[config.mk]
export PLATFORM = sky130hd
export DESIGN_NAME = fp_mul_seq
export DESIGN_NICKNAME = d
export VERILOG_FILES = /design/src/rtl/fp_mul_seq.sv
export SDC_FILE = /design/constraint.sdc
export NUM_CORES = 1
export LEC_CHECK = 0
export ABC_AREA = 1
export CAP_MARGIN = 25
export CORE_MARGIN = 4
export CORE_UTILIZATION = 40
export DETAILED_ROUTE_END_ITERATION = 10
export PLACE_DENSITY = 0.69
export REMOVE_ABC_BUFFERS = 1
export SYNTH_ARGS = -nofsm -noshare
export SYNTH_HDL_FRONTEND = slang
export SYNTH_SLANG_ARGS = --single-unit
[constraint.sdc]
create_clock -name clk -period 5.5 [get_ports clk]
set_input_delay 1.1 -clock clk [delete_from_list [all_inputs] [get_ports clk]]
set_output_delay 1.1 -clock clk [all_outputs]
set_load 0.005 [all_outputs]
[src/rtl/fp_mul_seq.sv]
// fp_mul_seq: sequential {exponent, fraction} float multiplier with shift-add mantissa product.
// Latency: out_valid rises MAN_W+3 cycles after the accepting edge, zero operands included.
// Backpressure: result, ovf and unf are held in DONE until out_ready; in_ready is high only in IDLE.
//
// Ports: clk, rst (synchronous, active-high); in_valid/in_ready with operands flp_a, flp_b;
//        out_valid/out_ready with result, ovf (saturated), unf (flushed to zero).
// Build option: define FPM_ROUND_EN for round-to-nearest-even; otherwise truncation.
module fp_mul_seq #(
    parameter int EXP_W = 6,
    parameter int MAN_W = 10
) (
    input  logic                   clk,
    input  logic                   rst,
    input  logic                   in_valid,
    output logic                   in_ready,
    input  logic [EXP_W+MAN_W-1:0] flp_a,
    input  logic [EXP_W+MAN_W-1:0] flp_b,
    output logic                   out_valid,
    input  logic                   out_ready,
    output logic [EXP_W+MAN_W-1:0] result,
    output logic                   ovf,
    output logic                   unf
);
    localparam int W     = EXP_W + MAN_W;
    localparam int BIAS  = (1 << (EXP_W - 1)) - 1;
    localparam int PW    = 2 * (MAN_W + 1);
    localparam int CNT_W = $clog2(MAN_W + 2);
    // One extra bit over the exponent-sum width so a rounding carry on the
    // largest sum cannot wrap into the sign bit.
    localparam int EW    = EXP_W + 3;
    localparam logic [CNT_W-1:0] CNT_LAST = CNT_W'(MAN_W + 1);
    localparam logic [EW-1:0]    EXP_MAX  = EW'((1 << EXP_W) - 1);

    typedef enum logic [1:0] {S_IDLE, S_MUL, S_NORM, S_DONE} state_t;

    state_t             r_state;
    logic [MAN_W:0]     r_mant_a;
    logic [MAN_W:0]     r_mant_b;
    logic [EXP_W+1:0]   r_esum;
    logic               r_zero;
    logic [PW-1:0]      r_acc;
    logic [CNT_W-1:0]   r_cnt;
    logic               r_in_ready;
    logic               r_out_valid;
    logic [W-1:0]       r_result;
    logic               r_ovf;
    logic               r_unf;

    logic [PW-1:0]      w_addend;
    logic               w_msb;
    logic [MAN_W-1:0]   w_mant_t;
    logic [EW-1:0]      w_exp_base;
    logic [MAN_W-1:0]   w_mant;
    logic [EW-1:0]      w_exp;
    logic               w_unf;
    logic               w_ovf;

    assign in_ready  = r_in_ready;
    assign out_valid = r_out_valid;
    assign result    = r_result;
    assign ovf       = r_ovf;
    assign unf       = r_unf;

    assign w_addend = {{(MAN_W+1){1'b0}}, r_mant_a} << r_cnt;

    // Product of two 1.x mantissas lies in [1,4): either the top bit is set
    // (value >= 2, shift right by one more) or the next bit is.
    assign w_msb      = r_acc[PW-1];
    assign w_mant_t   = w_msb ? r_acc[2*MAN_W:MAN_W+1] : r_acc[2*MAN_W-1:MAN_W];
    assign w_exp_base = {1'b0, r_esum} - EW'(BIAS) + {{(EW-1){1'b0}}, w_msb};

`ifdef FPM_ROUND_EN
    logic             w_guard;
    logic             w_sticky;
    logic             w_round_up;
    logic [MAN_W:0]   w_mant_r;

    assign w_guard    = w_msb ? r_acc[MAN_W] : r_acc[MAN_W-1];
    assign w_sticky   = w_msb ? (|r_acc[MAN_W-1:0]) : (|r_acc[MAN_W-2:0]);
    assign w_round_up = w_guard & (w_sticky | w_mant_t[0]);
    assign w_mant_r   = {1'b0, w_mant_t} + {{MAN_W{1'b0}}, w_round_up};
    // A carry out leaves the fraction all-zero and bumps the exponent before
    // the range checks.
    assign w_mant     = w_mant_r[MAN_W-1:0];
    assign w_exp      = w_exp_base + {{(EW-1){1'b0}}, w_mant_r[MAN_W]};
`else
    // Low product bits only matter for rounding; truncation drops them.
    logic w_unused_lsbs;
    assign w_unused_lsbs = ^r_acc[MAN_W-1:0];
    assign w_mant        = w_mant_t;
    assign w_exp         = w_exp_base;
`endif

    // w_exp is two's complement: negative or zero is underflow.
    assign w_unf = w_exp[EW-1] | (w_exp == '0);
    assign w_ovf = ~w_exp[EW-1] & (w_exp > EXP_MAX);

    always_ff @(posedge clk) begin
        if (rst) begin
            r_state     <= S_IDLE;
            r_mant_a    <= '0;
            r_mant_b    <= '0;
            r_esum      <= '0;
            r_zero      <= 1'b0;
            r_acc       <= '0;
            r_cnt       <= '0;
            r_in_ready  <= 1'b1;
            r_out_valid <= 1'b0;
            r_result    <= '0;
            r_ovf       <= 1'b0;
            r_unf       <= 1'b0;
        end else begin
            case (r_state)
                S_IDLE: begin
                    if (in_valid) begin
                        r_mant_a   <= {1'b1, flp_a[MAN_W-1:0]};
                        r_mant_b   <= {1'b1, flp_b[MAN_W-1:0]};
                        r_esum     <= (EXP_W+2)'(flp_a[W-1:MAN_W]) + (EXP_W+2)'(flp_b[W-1:MAN_W]);
                        r_zero     <= ~(|flp_a[W-1:MAN_W]) | ~(|flp_b[W-1:MAN_W]);
                        r_acc      <= '0;
                        r_cnt      <= '0;
                        r_in_ready <= 1'b0;
                        r_state    <= S_MUL;
                    end
                end
                S_MUL: begin
                    // Counter walks bits 0..MAN_W; the cycle it reads MAN_W+1 hands off.
                    if (r_cnt == CNT_LAST) begin
                        r_state <= S_NORM;
                    end else begin
                        if (r_mant_b[r_cnt]) begin
                            r_acc <= r_acc + w_addend;
                        end
                        r_cnt <= r_cnt + 1'b1;
                    end
                end
                S_NORM: begin
                    if (r_zero) begin
                        r_result <= '0;
                        r_ovf    <= 1'b0;
                        r_unf    <= 1'b0;
                    end else if (w_unf) begin
                        r_result <= '0;
                        r_ovf    <= 1'b0;
                        r_unf    <= 1'b1;
                    end else if (w_ovf) begin
                        r_result <= '1;
                        r_ovf    <= 1'b1;
                        r_unf    <= 1'b0;
                    end else begin
                        r_result <= {w_exp[EXP_W-1:0], w_mant};
                        r_ovf    <= 1'b0;
                        r_unf    <= 1'b0;
                    end
                    r_out_valid <= 1'b1;
                    r_state     <= S_DONE;
                end
                S_DONE: begin
                    if (out_ready) begin
                        r_out_valid <= 1'b0;
                        r_result    <= '0;
                        r_ovf       <= 1'b0;
                        r_unf       <= 1'b0;
                        r_in_ready  <= 1'b1;
                        r_state     <= S_IDLE;
                    end
                end
                default: begin
                    r_state    <= S_IDLE;
                    r_in_ready <= 1'b1;
                end
            endcase
        end
    end
endmodule

==> metrics, run 1 <==
Placement Cell Area 6090 um^2; Post-Synthesis Cells 899; cell area after synthesis 5480 um^2; Initial Util 0.410; H-tree Lvls 3; final worst path period share 0.645; Fmax 282 MHz; final WL 13.5 mm; Setup CP Type register to register; design area 6420 um^2; Die X 125 um; Routed WL per cell 12.1 um; FP Rows 42; Longest Clk Path Bufs 2; I/O Pins 56; die area 15600 um^2; outcome completed; worst relative slew slack 0.454; first-pass GRT wire length 23.2 mm; global-route usage over all layers 0.175; Post-Layout Cell Count 1115; Worst EP arrival 3.76 ns; clock latency on the worst-skew pair 0.35 ns; RSZ-0062 raised after global routing false; TritonRoute pass-1 iters 4; CTS sink cnt 77; starting DRC count in detailed routing 307; Worst EP required 5.72 ns; final setup violation count 0; post-layout util 0.481; number of vias per cell 4.92; TritonCTS clock tree built; register area share after synthesis 0.281; clock skew 0.00815 ns; initial antenna violation count 0; P_leak 0.00303 uW; Fin. Hold Viols 0; fin worst setup slack 1.95 ns; Final Net Count 1007; dpl cells 1099; hpwl dp 10.1 mm; fin. max-slew vios 0; worst vdd ir 0.000211 V; largest net degree at the start of global routing 49; YS warnings 0; CTS clk-pin slew, worst paths 0.06 ns; vias in the first global route 4946; crit start category register; number of diodes 0; clock root buffer clkbuf_16; grt ovf 0; layout cells sized above 1 0.0341; FILL cells 1436; worst min path class register to register; Final ANT Viol Nets 0; Max-cap violations 0; Worst Path Max Fanout 23; die height 125 um; Hold Buf Count CTS 0; pre-CTS WS 1.81 ns; fin crit period 3.55 ns; placer's final routability congestion estimate 0.928; buffers added on ports 55; Mapped Avg Cell Area 6.09 um^2; PD cells 394 nW/um^2; Vias 5484; Core Region 13300 um^2; post_cts resized 0; setup TNS 0 ns; P&R area growth vs syn 17.2%; Yosys cell types 39; register bit total from synthesis 77; CP Capture Type register; # Post-CTS Setup Buffers 0; DRC violations left 0; actual slew at the worst max-slew pin 0.817 ns; cts bufs inserted 9
## logic make-up (layout without fill, tap and decap cells)
logic type | Yosys count | after routing | share of synthesized area
buffers and inverters | 139 | 179 | 0.102
muxes | 3 | 3 | 0.00548
adders and majority gates | 37 | 37 | 0.0873
and+or+nand+nor | 484 | 484 | 0.361
xor gates and xnor gates | 14 | 14 | 0.0224
AOI/OAI and AO/OA | 145 | 145 | 0.141
DFF | 77 | 77 | 0.281
## flip-flops by register name (all words and copies together) (netlist names)
signal	flops
in_ready	1
out_valid	1
ovf	1
r_acc	22
r_cnt	4
r_esum	7
r_mant_a	11
r_mant_b	10
r_state	2
r_zero	1
result	16
unf	1
## synthesized netlist by cell type
cell,count,area [um^2]
a211oi_1,3,22.5
buf_2,5,25.0
xor2_1,14,123
a21oi_1,73,365
nand2_1,305,1140
ha_1,35,438
inv_1,103,387
nor2_1,101,379
inv_2,2,7.51
buf_4,2,15.0
o21ai_0,53,265
or2_2,5,31.3
nor3_1,7,35.0
mux2i_1,3,30.0
a21o_1,1,7.51
o21bai_1,3,22.5
nand3_1,41,205
o22ai_1,4,25.0
nand3_2,1,10.0
nor2_4,2,22.5
o211ai_1,1,7.51
nand4_1,5,31.3
buf_1,2,7.51
clkbuf_1,20,75.1
dfxtp_1,77,1540
o311ai_0,1,8.76
clkinv_1,2,7.51
nand3b_1,7,52.6
a211o_1,1,8.76
o21ai_2,2,17.5
and2_1,3,18.8
fa_1,2,40.0
a31o_2,1,8.76
nor3b_1,1,7.51
nor4_1,4,25.0
buf_6,3,33.8
a31oi_1,2,12.5
nor2_2,1,6.26
nand2_2,1,6.26
## report_power, final
group	switching, uW	internal (uW)	total (uW)
Combinational	720	388	1110
Sequential	102	660	761
Clock	250	411	661
## path summary, 6_finish.rpt
check,startpoint,endpoint,slack [ns],cells past startpoint
setup reg to reg,r_cnt[0],r_acc[10],1.95,17
hold / removal,r_mant_b[5],r_mant_b[5],0.46,2
setup / recovery,r_cnt[0],r_acc[10],1.95,17
hold reg to reg,r_mant_b[5],r_mant_b[5],0.46,2
## through the flow
step,hold WS (ns),total power (uW)
floorplan,0.431,1550
global placement,0.448,1860
detailed placement,0.451,1880
CTS,0.460,2550
global route,0.487,2750
finish,0.463,2530
## worst max-delay path: stages, from the launching register on
cell,delay (ns)
dfxtp_1,0.79
inv_1,0.37
nand2_1,0.14
nand2_1,0.09
o21ai_0,0.41
nand2_1,0.10
nand2_1,0.10
nor2_1,0.07
ha_1,0.37
nand2_1,0.09
nand2_1,0.04
inv_1,0.06
nor2_1,0.04
nor2_1,0.13
nand3_1,0.16
or2_2,0.31
nand3_1,0.09
a21oi_1,0.06
## cell type report
| class | instances | area [um^2] | area share |
|---|---|---|---|
| clock buffers | 11 | 243 | 0.0378 |
| clock inverters | 5 | 83.8 | 0.0131 |
| inverters | 107 | 402 | 0.0625 |
| multi-input cells | 683 | 3380 | 0.526 |
| flip-flops and latches | 77 | 1540 | 0.240 |
| well taps | 176 | 220 | 0.0343 |
| repair buffers | 56 | 553 | 0.0861 |
## cells in the final DEF (no fill, tap or decap), types with 4 or more instances in the layout
cell,n
nor3_1,7
nand3b_1,7
or2_2,5
nand2_1,305
ha_1,35
nor4_1,4
nor2_1,101
o21ai_0,53
a21oi_1,73
clkdlybuf4s50_1,54
o22ai_1,4
nand3_1,41
clkbuf_16,9
xor2_1,14
inv_1,103
dfxtp_1,77
nand4_1,5
## layer usage
| metal | up-vias | routed length (um) | track usage |
|---|---|---|---|
| met5 | - | 0 | 0 |
| met4 | 0 | 244 | 0.0580 |
| met3 | 22 | 568 | 0.0367 |
| met2 | 109 | 6070 | 0.284 |
| met1 | 2423 | 6570 | 0.233 |
| li1 | 2930 | - | - |
Power figures use the tool's default switching activity.
==> run 2, diff against run 1 <==
==> constraint.sdc (replaced) <==
create_clock -name clk -period 3.6 [get_ports clk]
set_input_delay 0.72 -clock clk [delete_from_list [all_inputs] [get_ports clk]]
set_output_delay 0.72 -clock clk [all_outputs]
set_load 0.005 [all_outputs]
==> metrics, run 2 (synthesis gave the netlist of run 1 again) <==
internal power 2210 uW (+51%); clock latency on the worst-skew pair 0.34 ns (about the same); Die X 125 um (unchanged); buffers added on ports 55 (unchanged); Largest Register r_acc; hold_ws 0.461 ns (-0.00220 ns); fin. max-slew vios 0 (unchanged); Pwr Total 3830 uW (+52%); final worst path period share 0.900 (+0.255); commonest cells after routing, fill and taps aside 305 x nand2_1, 103 x inv_1, 101 x nor2_1; TritonCTS clock tree built; largest net degree at the start of global routing 48 (-2.0%); I/O Pins 56 (unchanged); FP Rows 42 (unchanged); die area 15600 um^2 (unchanged); number of vias per cell 4.89 (-0.59%); placer's final routability congestion estimate 0.930 (+0.20%); Core Region 13300 um^2 (unchanged); vias in the first global route 5200 (+5.1%); CP Cell Sequence buf_4 > mux2i_1 > nand2_1 > o21ai_0 > nor2_1 > a31oi_1 > mux2i_1 > ha_1 > nand2_1 > inv_1 > a21oi_1 > inv_1 > a21oi_1 > nand2_1 > nand2_1 > nand3_1 > a21oi_1; P&R area growth vs syn 17.6%; Clk pwr share 0.239 (-0.022); Global Route met1 Usage 0.245 (+0.0112); Slowest-stage cell, CP dfxtp_1; Sequential Area 1540 um^2 (unchanged); switching part of the total power 0.424 (+0.000938); GRT Max-Usage Layer met2; outcome completed; setup TNS 0 ns (unchanged); fin crit period 3.24 ns (-0.308 ns); die height 125 um (unchanged); actual slew at the worst max-slew pin 0.717 ns (-0.101 ns); crit start category register; RSZ-0062 raised after global routing false; CP Capture Type register; CTS clk-pin slew, worst paths 0.06 ns (about the same); Max-cap violations 0 (unchanged); DRC violations left 0 (unchanged); Worst EP arrival 3.51 ns (-0.25 ns); Setup CP Type register to register; hpwl dp 10.5 mm (+4.1%); number of diodes 0 (unchanged); post_cts resized 0 (unchanged); Longest Clk Path Bufs 2 (unchanged); worst vdd ir 0.000432 V (+100%); worst relative slew slack 0.519 (+0.0655); Vias 5481 (-0.055%); Fin. Hold Viols 0 (unchanged); Routed WL per cell 12.4 um (+3.0%); H-tree Lvls 3 (unchanged); Hold Buf Count CTS 0 (unchanged); final setup violation count 0 (unchanged); Net Sw Power 1630 uW (+52%); Comb power frac 0.471 (+0.033); CTS sink cnt 77 (unchanged); FILL cells 1405 (-2.2%); met2 usage 0.300 (+0.0158); area of the multi-input gates 3380 um^2 (unchanged); cts bufs inserted 9 (unchanged); grt ovf 0 (unchanged); Worst EP required 3.87 ns (-1.85 ns); # Post-CTS Setup Buffers 0 (unchanged); starting DRC count in detailed routing 375 (+22%); Final ANT Viol Nets 0 (unchanged); sequential share of power 0.290 (-0.011); Final Net Count 1014 (+0.70%); clock skew 0.00467 ns (-0.00348 ns); worst min path class register to register; first-pass GRT wire length 24.2 mm (+4.3%); Initial Util 0.410 (unchanged); clock root buffer clkbuf_16; final WL 13.9 mm (+3.6%); TritonRoute pass-1 iters 5 (+1); PD cells 595 nW/um^2 (+51%); cell with the most instances on the worst path nand2_1; P_leak 0.00306 uW (+0.89%); GR Util met3 0.0358 (-0.000853); global-route usage over all layers 0.184 (+0.00906); layout cells sized above 1 0.0381 (+0.00402); max FFs per register 22 (unchanged); initial antenna violation count 0 (unchanged); slowest cell delay on critical path 0.42 ns (-0.37 ns); Fmax 309 MHz (+9.5%); Worst Path Max Fanout 17 (-26%); most common cell after layout, fill and taps aside nand2_1
## run 2: final timing paths
path | startpoint | endpoint | slack, ns | cells after the start
worst max register to register | r_cnt[0] | r_acc[17] | 0.36 | 17
worst min register to register | r_mant_b[3] | r_mant_b[3] | 0.46 | 2
worst min-delay path | r_mant_b[3] | r_mant_b[3] | 0.46 | 2
worst max-delay path | r_cnt[0] | r_acc[17] | 0.36 | 17
## run 2: layout make-up
type                    instances  area share
clock buffers                  14      0.0410
repair buffers                 63      0.0940
inverters                     107      0.0624
multi-input cells             683       0.524
clock inverters                 1     0.00466
flip-flops and latches         77       0.239
well taps                     176      0.0342
## run 2: metrics by stage
| step | setup WS [ns] | utilization | std cells | area, um^2 |
|---|---|---|---|---|
| after floorplan | 0.717 | - | 867 | 5320 |
| after global placement | 0.430 | 0.461 | 1106 | 6150 |
| after detailed placement | 0.434 | 0.461 | 1106 | 6150 |
| after CTS | 0.419 | 0.483 | 1121 | 6440 |
| after global routing | 0.0274 | 0.483 | 1121 | 6440 |
| final | 0.361 | 0.483 | 1121 | 6440 |
## run 2: metal layers
metal / vias to the layer above / part of all wire
li1: 2946 / -
met1: 2393 / 0.49
met2: 116 / 0.45
met3: 26 / 0.044
met4: 0 / 0.022
met5: - / 0
## run 2: worst max-delay path: cells and delay by family, from the launching register on
kind | cells | cell delay [ns]
AOI/OAI and AO/OA | 5 | 0.98
adders and majority gates | 1 | 0.39
and+or+nand+nor | 6 | 0.56
muxes | 2 | 0.46
buffers and inverters | 3 | 0.37
DFF | 1 | 0.42
## run 2: power groups by stage
stage          sequential [uW]  clock, uW  combinational (uW)
3_5_place_dp              1130          0                1790
5_1_grt                   1130        974                2060
2_1_floorplan             1140          0                1230
6_report                  1110        916                1810
4_1_cts                   1110        939                1800
3_3_place_gp              1130          0                1780
